[src/rtl/dram_seq_pkg.sv]
// Shared types and address-split constants for the 16K x 1 DRAM sequencer.
package dram_seq_pkg;

  localparam int ROW_W  = 7;
  localparam int COL_W  = 7;
  localparam int ADDR_W = 14;

  typedef enum logic [2:0] {
    IDLE,
    ROW,
    COL,
    CAS,
    DONE,
    PRE,
    RROW
  } state_t;

  typedef enum logic [1:0] {
    OWN_NONE,
    OWN_VID,
    OWN_CPU
  } owner_t;

endpackage

[src/rtl/dram_refresh_timer.sv]
// Free-running refresh timer, single-entry pending flag and 7-bit refresh row counter.
module dram_refresh_timer
  import dram_seq_pkg::*;
#(
  parameter int REFRESH_PERIOD = 64
) (
  input  logic             clk,
  input  logic             rst_n,
  input  logic             clear,
  input  logic             row_inc,
  output logic             pending,
  output logic [ROW_W-1:0] row
);

  logic [9:0] tmr;

  always_ff @(posedge clk or negedge rst_n) begin
    if (!rst_n) begin
      tmr     <= '0;
      pending <= 1'b0;
      row     <= '0;
    end else begin
      // An expiry while already pending just re-sets the same flag.
      if (tmr == 10'(REFRESH_PERIOD - 1)) begin
        tmr     <= '0;
        pending <= 1'b1;
      end else begin
        tmr <= tmr + 10'd1;
        if (clear) pending <= 1'b0;
      end
      if (row_inc) row <= row + 7'd1;
    end
  end

endmodule

[src/rtl/dram_sequencer.sv]
// Two-requester (video, CPU) sequencer for one 16K x 1 DRAM with optional RAS-only refresh.
// Refresh logic is built only when DRAM_SEQ_REFRESH_EN is defined.
module dram_sequencer
  import dram_seq_pkg::*;
#(
  parameter int CAS_CYCLES     = 1,
  parameter int REFRESH_PERIOD = 64
) (
  input  logic              CLK,
  input  logic              nRESET,
  input  logic              vid_req,
  input  logic [ADDR_W-1:0] vid_addr,
  output logic              vid_ack,
  output logic              vid_dout,
  input  logic              cpu_req,
  input  logic              cpu_we,
  input  logic [ADDR_W-1:0] cpu_addr,
  input  logic              cpu_din,
  output logic              cpu_ack,
  output logic              cpu_dout,
  output logic [ROW_W-1:0]  dram_A,
  output logic              dram_nRAS,
  output logic              dram_nCAS,
  output logic              dram_nWRITE,
  output logic              dram_Din,
  input  logic              dram_Dout,
  output state_t            dbg_state
);

  state_t            state, state_nx;
  owner_t            owner;
  logic [ADDR_W-1:0] addr_q;
  logic              we_q, din_q;
  logic [1:0]        cnt;
  logic              cas_last;
  logic              rfsh_pending;
  logic [ROW_W-1:0]  rfsh_row;

`ifdef DRAM_SEQ_REFRESH_EN
  dram_refresh_timer #(.REFRESH_PERIOD(REFRESH_PERIOD)) u_refresh (
    .clk     (CLK),
    .rst_n   (nRESET),
    .clear   (state == IDLE && rfsh_pending),
    .row_inc (state == RROW && cnt == 2'd1),
    .pending (rfsh_pending),
    .row     (rfsh_row)
  );
`else
  assign rfsh_pending = 1'b0;
  assign rfsh_row     = '0;
`endif

  assign cas_last  = (cnt == 2'(CAS_CYCLES - 1));
  assign dbg_state = state;

  always_ff @(posedge CLK or negedge nRESET) begin
    if (!nRESET) state <= IDLE;
    else         state <= state_nx;
  end

  always_comb begin
    state_nx = state;
    unique case (state)
      IDLE: begin
        if (rfsh_pending)           state_nx = RROW;
        else if (vid_req || cpu_req) state_nx = ROW;
      end
      ROW:  state_nx = COL;
      COL:  state_nx = CAS;
      CAS:  if (cas_last) state_nx = DONE;
      DONE: state_nx = PRE;
      PRE:  state_nx = IDLE;
      RROW: if (cnt == 2'd1) state_nx = PRE;
      default: state_nx = IDLE;
    endcase
  end

  // cnt restarts on every state change, so it counts clocks spent in CAS/RROW.
  always_ff @(posedge CLK or negedge nRESET) begin
    if (!nRESET) begin
      owner    <= OWN_NONE;
      addr_q   <= '0;
      we_q     <= 1'b0;
      din_q    <= 1'b0;
      cnt      <= '0;
      vid_dout <= 1'b0;
      cpu_dout <= 1'b0;
    end else begin
      cnt <= (state_nx == state) ? cnt + 2'd1 : 2'd0;
      if (state == IDLE) begin
        if (rfsh_pending) begin
          owner <= OWN_NONE;
        end else if (vid_req) begin
          owner  <= OWN_VID;
          addr_q <= vid_addr;
          we_q   <= 1'b0;
          din_q  <= 1'b0;
        end else if (cpu_req) begin
          owner  <= OWN_CPU;
          addr_q <= cpu_addr;
          we_q   <= cpu_we;
          din_q  <= cpu_din;
        end
      end
      if (state == DONE) begin
        if (owner == OWN_VID)                 vid_dout <= dram_Dout;
        else if (owner == OWN_CPU && !we_q)   cpu_dout <= dram_Dout;
      end
    end
  end

  always_comb begin
    dram_A      = '0;
    dram_nRAS   = 1'b1;
    dram_nCAS   = 1'b1;
    dram_nWRITE = 1'b1;
    dram_Din    = 1'b0;
    case (state)
      ROW: begin
        dram_nRAS = 1'b0;
        dram_A    = addr_q[ADDR_W-1:COL_W];
      end
      COL, CAS: begin
        dram_nRAS   = 1'b0;
        dram_nCAS   = (state != CAS);
        dram_A      = addr_q[COL_W-1:0];
        dram_nWRITE = ~we_q;
        dram_Din    = we_q & din_q;
      end
      DONE: dram_A = addr_q[COL_W-1:0];
      RROW: begin
        dram_nRAS = 1'b0;
        dram_A    = rfsh_row;
      end
      default: ;
    endcase
  end

  assign vid_ack = (state == PRE) && (owner == OWN_VID);
  assign cpu_ack = (state == PRE) && (owner == OWN_CPU);

endmodule
[config.mk]
export PLATFORM = sky130hd
export DESIGN_NAME = dram_sequencer
export DESIGN_NICKNAME = d
export VERILOG_FILES = /design/src/rtl/dram_seq_pkg.sv /design/src/rtl/dram_refresh_timer.sv /design/src/rtl/dram_sequencer.sv
export SDC_FILE = /design/constraint.sdc
export NUM_CORES = 1
export LEC_CHECK = 0
export CORE_ASPECT_RATIO = 1.4
export CORE_MARGIN = 2
export CORE_UTILIZATION = 47
export CTS_CLUSTER_DIAMETER = 200
export DETAILED_ROUTE_END_ITERATION = 16
export PLACE_DENSITY = 0.84
export RECOVER_POWER = 25
export SLEW_MARGIN = 0
export SYNTH_ARGS = -nofsm -noshare
export SYNTH_HDL_FRONTEND = slang
export SYNTH_SLANG_ARGS = --single-unit
[constraint.sdc]
create_clock -name CLK -period 4 [get_ports CLK]
set_input_delay 0.4 -clock CLK [delete_from_list [all_inputs] [get_ports CLK]]
set_output_delay 0.4 -clock CLK [all_outputs]
set_load 0.005 [all_outputs]
==> results.cfg <==
[status]
outcome = complete, no violations

[cts]
cts-root-buf = clkbuf_8
cts_resized = 0
cts_tree = yes
hold_buffers = 0
numCtsBuffers = 3
clkTransAtPathRegs_ns = 0.09
htree_levels = 1
cts.sinks = 25
clockBufferDepth = 2
clk_latency_ns = 0.27
cts_setup_buffers = 0

[global_routing]
antenna_found_initial = 0
grt_overflow = 0
grt_first_pass_wirelength_mm = 5.75
grt_pass1_vias = 1265
grt_usage = 0.212
grt_max_degree = 26

[cells_and_area]
area_growth_pct = 39.9
fill_cells = 223
n_antenna_cell = 0
ff_latch_area_um2 = 626
multiInputGateArea_um2 = 742
final_layout_size_suffix_gt1_frac = 0.232
utilization = 0.693
final_nets = 215
final_cell_mix = 50 x clkdlybuf4s50_1, 33 x mux2_2, 25 x dfrtp_1
mostFrequentLayoutCell = clkdlybuf4s50_1
design_area_mm2 = 0.00201

[timing]
slew_headroom = 0.248
min_period_ns = 2.84
fin_skew_ns = 0.00517
finalHoldWorstSlack_ns = 0.457
finalHoldViolCount = 0
fin_tns_setup_ns = 0
slew_viol_final = 0
fmax_ghz = 0.352
setup_violations = 0
rsz0062_at_grt = no
period_share = 0.711
worstMarginPinSlew_ns = 1.12

[critical_path]
reg2regPathDepth = 3
path_class = flop to output port
cp.required_ns = 3.60
arrival_ns = 2.44
end_kind = output port
critPathLaunchType = flop
crit_fanout = 18

[synth]
syn_nets = 165
synth_top_family_by_area = multiplexers
avgSynthCellArea_um2 = 11.2
ys_ff_latch = 25
synth-compound-area-share = 0.0861
synthAdderAreaFrac = 0.0174
synth_xor_area_frac = 0
synth.distinct_cells = 25
syn-cell-area_mm2 = 0.00144
synth_mux_area_frac = 0.272
synth_simple_gate_area_frac = 0.140
ys_warn_count = 0
seq_area_frac_synth = 0.435
synthCells = 128

[power_and_ir_drop]
power.leakage_nw = 0.799
p_sw_frac = 0.354
clkPwrFrac = 0.114
power_mw = 1.31
p_int_mw = 0.848
power_frac_comb = 0.489
powerDensity_mw_per_mm2 = 652
vdd_ir_drop_max_mv = 0.422
power_switching_mw = 0.465
p_seq_frac = 0.397

[die]
start_util = 0.495
ioPinCount = 53
die_y_um = 69.5
coreArea_mm2 = 0.00291
die-area_mm2 = 0.00353
die_width_um = 50.8
fp-row-count = 23

[detailed_routing]
num_vias = 1196
routedWlPerCell_um = 15.9
detail-route-antenna-nets = 0
wl_mm = 3.40
vias_per_cell = 5.59
drtPass1Iterations = 5
drcViolationCount = 0
drtIter0Drc = 19

[placement]
port_buffers = 52
hpwl_mm = 2.53
placed_area_mm2 = 0.00197
gp_congestion = 0.719

[worst_hold_path]
worst_hold_path.num_cells = 1
min_path_type = flop to flop

[flow_run]
cap_violations = 0
[through the flow]
stage	cells	setup slack [ns]
after floorplan	128	2.32
after global placement	210	1.62
after detailed placement	210	1.58
after CTS	214	1.23
after global routing	214	1.04
final	214	1.16
[power by group through the flow]
| stage | Combinational (mW) | Sequential [mW] | Clock [mW] |
|---|---|---|---|
| 2_1_floorplan | 0.427 | 0.443 | 0 |
| 3_3_place_gp | 0.617 | 0.512 | 0 |
| 3_5_place_dp | 0.644 | 0.523 | 0 |
| 4_1_cts | 0.649 | 0.519 | 0.154 |
| 5_1_grt | 0.701 | 0.539 | 0.166 |
| 6_report | 0.641 | 0.522 | 0.150 |
[path summary, 6_finish.rpt]
kind / start / to / slack (ns)
min: cnt[0] / cnt[0] / 0.46
max in group asynchronous: nRESET / vid_dout / 2.53
max: dbg_state[1] / dram_A[5] / 1.16
max reg2reg: dbg_state[2] / cpu_dout / 1.94
min reg2reg: cnt[0] / cnt[0] / 0.46
min in group asynchronous: nRESET / dbg_state[0] / 0.80
[cell type report]
cell class	count	area share
Sequential cell	25	0.311
Tap cell	37	0.0230
Timing Repair Buffer	54	0.266
Clock buffer	4	0.0224
Inverter	5	0.00932
Multi-Input combinational cell	89	0.369
[layer usage]
layer	up-vias	part of all wire	track usage
li1	555	-	-
met1	594	0.37	0.238
met2	42	0.57	0.408
met3	5	0.037	0
met4	0	0.019	0.0901
met5	-	0	0
[logic make-up (layout without fill, tap and decap cells)]
group | after synthesis | after routing
AO/OA/AOI/OAI | 20 | 20
adder cells (fa/ha/maj) | 2 | 2
buffers and inverters | 14 | 63
flip-flops | 25 | 25
multiplexers | 35 | 35
AND/OR/NAND/NOR | 32 | 32
[state kept, by name, summed over array words and instances, names as in the netlist]
signal,count
vid_dout,1
owner,2
addr_q,14
we_q,1
dbg_state,3
din_q,1
cpu_dout,1
cnt,2
[critical path, stage by stage, from the launching register on]
cell             delay [ns]
dfrtp_1                0.62
nor2b_1                0.58
a22oi_1                0.14
o21ai_0                0.27
clkdlybuf4s50_1        0.56
[cells in the mapped netlist]
| master | n | area (um^2) |
|---|---|---|
| clkbuf_1 | 4 | 15.0 |
| nand2_1 | 12 | 45.0 |
| nor2b_1 | 5 | 31.3 |
| buf_2 | 3 | 15.0 |
| nor4b_2 | 1 | 15.0 |
| mux2i_1 | 2 | 20.0 |
| a221oi_1 | 1 | 8.76 |
| nor2_1 | 4 | 15.0 |
| and3_1 | 2 | 12.5 |
| nor4bb_1 | 2 | 20.0 |
| nor3_1 | 1 | 5.00 |
| o21ai_0 | 9 | 45.0 |
| nor4_4 | 1 | 21.3 |
| nand3_1 | 1 | 5.00 |
| nor4_1 | 1 | 6.26 |
| inv_1 | 5 | 18.8 |
| a211oi_1 | 1 | 7.51 |
| a22oi_1 | 7 | 52.6 |
| dfrtp_1 | 25 | 626 |
| mux2_2 | 33 | 372 |
| buf_6 | 2 | 22.5 |
| ha_1 | 2 | 25.0 |
| a21oi_1 | 2 | 10.0 |
| nand2b_1 | 1 | 6.26 |
| nor3b_4 | 1 | 18.8 |
Note: power is estimated with default switching activity, not from simulation.
